File: src/rtl/pokemon_pkg.sv
// Shared types for the overworld character: facing direction and keyboard keycodes.
// color_mapper imports this for Direction as well.
package pokemon_pkg;

   typedef enum logic [1:0] {
      DIR_UP    = 2'd0,
      DIR_RIGHT = 2'd1,
      DIR_DOWN  = 2'd2,
      DIR_LEFT  = 2'd3
   } dir_t;

   localparam logic [7:0] KEY_W = 8'h1A;
   localparam logic [7:0] KEY_D = 8'h07;
   localparam logic [7:0] KEY_S = 8'h16;
   localparam logic [7:0] KEY_A = 8'h04;

   function automatic logic key_valid(input logic [7:0] key);
      return (key == KEY_W) || (key == KEY_D) || (key == KEY_S) || (key == KEY_A);
   endfunction

   function automatic dir_t key_dir(input logic [7:0] key);
      dir_t d;
      case (key)
         KEY_D:   d = DIR_RIGHT;
         KEY_S:   d = DIR_DOWN;
         KEY_A:   d = DIR_LEFT;
         default: d = DIR_UP;
      endcase
      return d;
   endfunction

endpackage

File: src/rtl/frame_tick_gen.sv
// Rising-edge detector on VS: one-Clk tick per frame, however long VS stays high.
module frame_tick_gen (
   input  logic clk_i,
   input  logic rst_i,
   input  logic vs_i,
   output logic tick_o
);

   logic vs_q;

   // vs_q keeps tracking VS through reset so a VS already high at reset release is not a new frame.
   always_ff @(posedge clk_i) begin
      if (rst_i) begin
         vs_q <= vs_i;
      end else begin
         vs_q <= vs_i;
      end
   end

   assign tick_o = vs_i & ~vs_q;

endmodule

File: src/rtl/character_motion_ctrl.sv
// Tile-quantised character walking driven by keycodes, advancing once per frame.
// Feeds Character_Moving/Direction and the camera offset to color_mapper.
//
// state | meaning
// IDLE  | at rest on a tile; decides turn, walk or blocked on each frame
// TURN  | facing a new direction for TURN_FRAMES frames before a walk may start
// WALK  | moving STEP_PX per frame until one full tile is covered
module character_motion_ctrl
   import pokemon_pkg::*;
#(
   parameter int TILE_PX     = 16,
   parameter int STEP_PX     = 2,
   parameter int TURN_FRAMES = 4,
   parameter int MAX_X       = 640,
   parameter int MAX_Y       = 480,
   parameter int START_X     = 0,
   parameter int START_Y     = 0
) (
   input  logic        Clk,
   input  logic        Reset,
   input  logic        VS,
   input  logic [7:0]  keycode,
   output logic        Character_Moving,
   output dir_t        Direction,
   output logic [10:0] topleftX,
   output logic [10:0] topleftY,
   output logic        step_done
);

   typedef enum logic [1:0] {ST_IDLE, ST_TURN, ST_WALK} state_t;

   localparam logic [7:0]  STEP_C    = 8'(STEP_PX);
   localparam logic [7:0]  TILE_C    = 8'(TILE_PX);
   localparam logic [7:0]  TURN_LAST = 8'(TURN_FRAMES - 1);
   localparam logic [10:0] STEP_O    = 11'(STEP_PX);
   localparam logic [11:0] TILE_E    = 12'(TILE_PX);
   localparam logic [11:0] MAX_X_E   = 12'(MAX_X);
   localparam logic [11:0] MAX_Y_E   = 12'(MAX_Y);

   state_t      state_q;
   dir_t        dir_q;
   logic [10:0] x_q, y_q;
   logic        moving_q, done_q;
   logic [7:0]  turn_cnt_q, px_cnt_q;

   logic        tick;
   logic        kvalid;
   dir_t        kdir;
   logic        legal_d;
   logic [10:0] x_walk_d, y_walk_d;
   logic [11:0] x_ext, y_ext;
   logic [7:0]  px_next_d;

   frame_tick_gen u_tick (
      .clk_i  (Clk),
      .rst_i  (Reset),
      .vs_i   (VS),
      .tick_o (tick)
   );

   assign kvalid    = key_valid(keycode);
   assign kdir      = key_dir(keycode);
   assign x_ext     = {1'b0, x_q};
   assign y_ext     = {1'b0, y_q};
   assign px_next_d = px_cnt_q + STEP_C;

   // Legality uses the widened offset so the +TILE_PX sum cannot wrap.
   always_comb begin
      legal_d = 1'b0;
      case (kdir)
         DIR_UP:    legal_d = (y_ext >= TILE_E);
         DIR_DOWN:  legal_d = (y_ext + TILE_E <= MAX_Y_E);
         DIR_LEFT:  legal_d = (x_ext >= TILE_E);
         DIR_RIGHT: legal_d = (x_ext + TILE_E <= MAX_X_E);
         default:   legal_d = 1'b0;
      endcase
   end

   always_comb begin
      x_walk_d = x_q;
      y_walk_d = y_q;
      case (dir_q)
         DIR_UP:    y_walk_d = y_q - STEP_O;
         DIR_DOWN:  y_walk_d = y_q + STEP_O;
         DIR_LEFT:  x_walk_d = x_q - STEP_O;
         DIR_RIGHT: x_walk_d = x_q + STEP_O;
         default:   x_walk_d = x_q;
      endcase
   end

   always_ff @(posedge Clk) begin
      if (Reset) begin
         state_q    <= ST_IDLE;
         dir_q      <= DIR_UP;
         x_q        <= 11'(START_X);
         y_q        <= 11'(START_Y);
         moving_q   <= 1'b0;
         done_q     <= 1'b0;
         turn_cnt_q <= '0;
         px_cnt_q   <= '0;
      end else begin
         done_q <= 1'b0;
         if (tick) begin
            case (state_q)
               ST_IDLE: begin
                  moving_q <= 1'b0;
                  if (kvalid) begin
                     if (kdir != dir_q) begin
                        dir_q      <= kdir;
                        turn_cnt_q <= '0;
                        state_q    <= ST_TURN;
                     end else if (legal_d) begin
                        state_q  <= ST_WALK;
                        moving_q <= 1'b1;
                        px_cnt_q <= '0;
                     end
                  end
               end
               ST_TURN: begin
                  if (turn_cnt_q == TURN_LAST) begin
                     state_q <= ST_IDLE;
                  end else begin
                     turn_cnt_q <= turn_cnt_q + 8'd1;
                  end
               end
               ST_WALK: begin
                  x_q      <= x_walk_d;
                  y_q      <= y_walk_d;
                  px_cnt_q <= px_next_d;
                  if (px_next_d == TILE_C) begin
                     moving_q <= 1'b0;
                     done_q   <= 1'b1;
                     state_q  <= ST_IDLE;
                  end
               end
               default: state_q <= ST_IDLE;
            endcase
         end
      end
   end

   assign Character_Moving = moving_q;
   assign Direction        = dir_q;
   assign topleftX         = x_q;
   assign topleftY         = y_q;
   assign step_done        = done_q;

endmodule
File: config.mk
export PLATFORM = sky130hd
export DESIGN_NAME = character_motion_ctrl
export DESIGN_NICKNAME = d
export VERILOG_FILES = /design/src/rtl/pokemon_pkg.sv /design/src/rtl/frame_tick_gen.sv /design/src/rtl/character_motion_ctrl.sv
export SDC_FILE = /design/constraint.sdc
export NUM_CORES = 1
export LEC_CHECK = 0
export ABC_AREA = 1
export CAP_MARGIN = 20
export CORE_UTILIZATION = 55
export CTS_CLUSTER_SIZE = 12
export DETAILED_ROUTE_END_ITERATION = 6
export PLACE_DENSITY = 0.77
export SLEW_MARGIN = 0
export SYNTH_ARGS = -nofsm -noshare
export SYNTH_HDL_FRONTEND = slang
export SYNTH_SLANG_ARGS = --single-unit
File: constraint.sdc
create_clock -name Clk -period 2.2 [get_ports Clk]
set_input_delay 0.22 -clock Clk [delete_from_list [all_inputs] [get_ports Clk]]
set_output_delay 0.22 -clock Clk [all_outputs]
set_load 0.01 [all_outputs]
==> metrics.md <==
| Metric | Value |
|---|---|
| R2r endpoint | topleftY[8]$_SDFFE_PP0P_ |
| Clk_lat worst skew | 0.30 ns |
| Total die area | 6190 sq um |
| Cell Rows | 27 |
| Mapped cell area | approximately 3200 sq um |
| Pint | 1.13 mW |
| Syn Inst Count | 496 |
| Critical Path End Type | flop |
| Skew final | 0.0119 ns |
| Synth cell types | 36 |
| Hold path startpoint | VS |
| PD cells | 379 nW/um^2 |
| CTS H-tree depth | 2 |
| Fin crit share | about nine tenths |
| Worst-path clk slew | 0.09 ns |
| First-pass GRT wire length | about 13000 um |
| Worst rel slew slack | 60.9% |
| Critical path data arrival time | 2.15 ns |
| Register area | roughly 840 sq um |
| Flops & latches, synth | 42 |
| Number of setup buffers added after CTS | 0 |
| Pre-antenna DRT Iters | 4 |
| # diodes | 0 |
| GRT Overall Usage | 25.4% |
| Crit path required time | 2.39 ns |
| Worst Hold Class | in2reg |
| Setup CP Type | reg2reg |
| DR WL/cell | 12.0 um |
| Area of the multi-input gates | 2110 sq um |
| Most common cell after layout, fill and taps aside | nand2_1 |
| Clock power frac | between 40% and 50% |
| P_sw | 0.309 mW |
| Yosys top cell area share | 26.0% |
| Port bufs | 34 |
| Final hold violations | 0 |
| Reg2reg start | Direction[0]$_SDFFE_PP0P_ |
| Min Tclk post-route | 1.96 ns |
| Area growth, synth to finish | 17.2% |
| TritonCTS buffer count | 5 |
| Post-route ant nets | 0 |
| Flop2flop setup slack | 0.24 ns |
| Total power | 1.44 mW |
| Initial Utilization | a little under 60% |
| DRC Markers | 0 |
| Worst setup SP type | flop |
| CTS tree | built |
| Leakage | 1.74 nW |
| Ys flop type | dfxtp_1 |
| Via count | 3206 |
| Nets | 570 |
| Total grt overflow | 0 |
| Worst setup path startpoint | Direction[0]$_SDFFE_PP0P_ |
| CTS Hold Bufs | 0 |
| M1 WL | 3460 um |
| DP HPWL | 5540 um |
| Mean Syn Cell Area | 6.52 sq um |
| Maximum clock frequency | 511 MHz |
| Fillers | roughly 530 |
| Sw frac | 21.5% |
| Status | completed |
| Final setup TNS | 0 ns |
| Pins Over Slew Limit | 0 |
| R2R depth | 10 |
| Async S/R FF share, synth | 0% |
| Worst-path maximum fanout | 6 |
| Core box area | between 5000 and 6000 sq um |
| Routed WL | 7330 um |
| Combinational share of power | 4.8% |
| Largest area contributor in the netlist | dfxtp_1 |
| Worst-Margin Slew | about 0.6 ns |
| Avg Vias per Cell | 5.26 |
| EDFF count, synth | 0 |
| Worst hold path depth | 1 |
| Sequential power share | 53.0% |
| Wire length on met2 | 3540 um |
| Largest net degree at the start of global routing | 24 |
| Longest Clk Path Bufs | 2 |
| Setup violators final | 0 |
| Synth area leaders | dfxtp_1, nand2_1, nor2_1 |
| Max Used Layer | met4 |
| Setup WS post-layout | 0.242 ns |
| Antenna violations before repair | 0 |
| CTS sink cnt | 42 |
| Syn. warnings | 0 |
| Met3 wire len | 251 um |
| Max Cap Violations | 0 |
| Commonest cells after routing, fill and taps aside | nand2_1, nor2_1, inv_1 |
| Vias in the first global route | 2915 |
| IO Pins | 37 |
| VDD IR-drop max | 297 uV |
| Die height | 78.7 um |
| Hold Path Sink | u_tick.vs_q$_DFF_P_ |
| Chip Width | 78.7 um |
| CTS Root Cell | clkbuf_8 |
| Gp weighted congestion | 0.898 |
| Share of cells above drive strength 1 | 9.85% |
| Drt initial violations | 95 |
| Unrepaired setup endpoints after global routing | no |
| Dpl ws | 0.0649 ns |
| Sequential-to-total area share from yosys stat | 26.0% |
==> worst max-delay path by stage <==
stage | end | slack [ns] | cells past startpoint
finish | topleftY[8]$_SDFFE_PP0P_ | 0.24 | 10
global route | topleftY[8]$_SDFFE_PP0P_ | 0.04 | 10
global placement | px_cnt_q[2]$_SDFFE_PP0P_ | 0.15 | 10
floorplan | topleftY[8]$_SDFFE_PP0P_ | 0.12 | 10
CTS | topleftY[8]$_SDFFE_PP0P_ | 0.04 | 10
detailed placement | topleftY[8]$_SDFFE_PP0P_ | 0.06 | 10
==> power by group through the flow <==
| stage | registers [mW] | logic [mW] | clock network, mW |
|---|---|---|---|
| floorplan | 0.779 | 0.0399 | 0 |
| global placement | 0.779 | 0.0681 | 0 |
| detailed placement | 0.779 | 0.0688 | 0 |
| CTS | 0.761 | 0.0690 | 0.621 |
| global route | 0.761 | 0.0777 | 0.658 |
| finish | 0.761 | 0.0690 | 0.607 |
==> stage by stage <==
step	utilization, %	instance area [sq um]	hold slack [ns]	std cells
after floorplan	-	3240	0.248	497
after detailed placement	65.8	3670	0.457	602
final	68.1	3790	0.407	610
after global placement	65.8	3670	0.453	602
after global routing	68.1	3790	0.398	610
after CTS	67.7	3770	0.403	610
==> critical path: stages (launching register included) <==
cell      delay, ns
dfxtp_2        0.36
inv_1          0.10
nand2_2        0.12
ha_1           0.37
a21oi_2        0.19
o21ai_1        0.11
a21oi_2        0.16
o21bai_1       0.09
xor2_1         0.14
o21ai_0        0.15
inv_1          0.05
==> cells by family (layout without fill, tap and decap cells) <==
group	Yosys count	count (layout)	synth area share [%]
buffers and inverters	73	114	9.32
other	1	2	0.116
AOI/OAI and AO/OA	89	89	14.7
xor gates and xnor gates	23	23	6.23
adders and majority gates	22	22	8.97
and+or+nand+nor	246	246	34.6
DFF	42	42	26.0
==> routing by layer <==
layer	track usage (%)	up-vias
met5	0	-
met1	31.2	1459
met2	45.2	59
li1	-	1682
met3	4.02	6
met4	7.41	0
==> flip-flops by register name, indices dropped and copies added, names as in the netlist <==
signal	flops
step_done	1
state_q	2
u_tick.vs_q	1
px_cnt_q	7
turn_cnt_q	8
Direction	2
topleftX	10
Character_Moving	1
topleftY	10
==> what timing repair did <==
action / in CTS / in global routing
hold endpoints to repair: 0 / 0
gates resized for setup: 0 / 9
setup endpoints to repair: 0 / 7
==> final cells by class <==
type,instances,share of cell area (%)
multi-input combinational,382,55.7
sequential,42,22.2
inverter,64,6.33
timing repair buffer,42,10.6
tap,72,2.37
clock inverter,1,0.792
clock buffer,7,2.01
==> synthesized netlist by cell type, types with 2 or more instances <==
master / count
a21o_1: 2
a21oi_1: 54
buf_4: 4
clkbuf_1: 2
dfxtp_1: 42
fa_1: 2
ha_1: 20
inv_1: 58
inv_2: 6
nand2_1: 94
nand2_2: 9
nand3_1: 34
nand3_2: 4
nand3b_1: 2
nand4_1: 9
nor2_1: 76
nor2_2: 3
nor2_4: 5
nor3_1: 7
o21ai_0: 23
o21ai_1: 4
xnor2_1: 7
xor2_1: 16
Note: power is estimated with default switching activity, not from simulation.
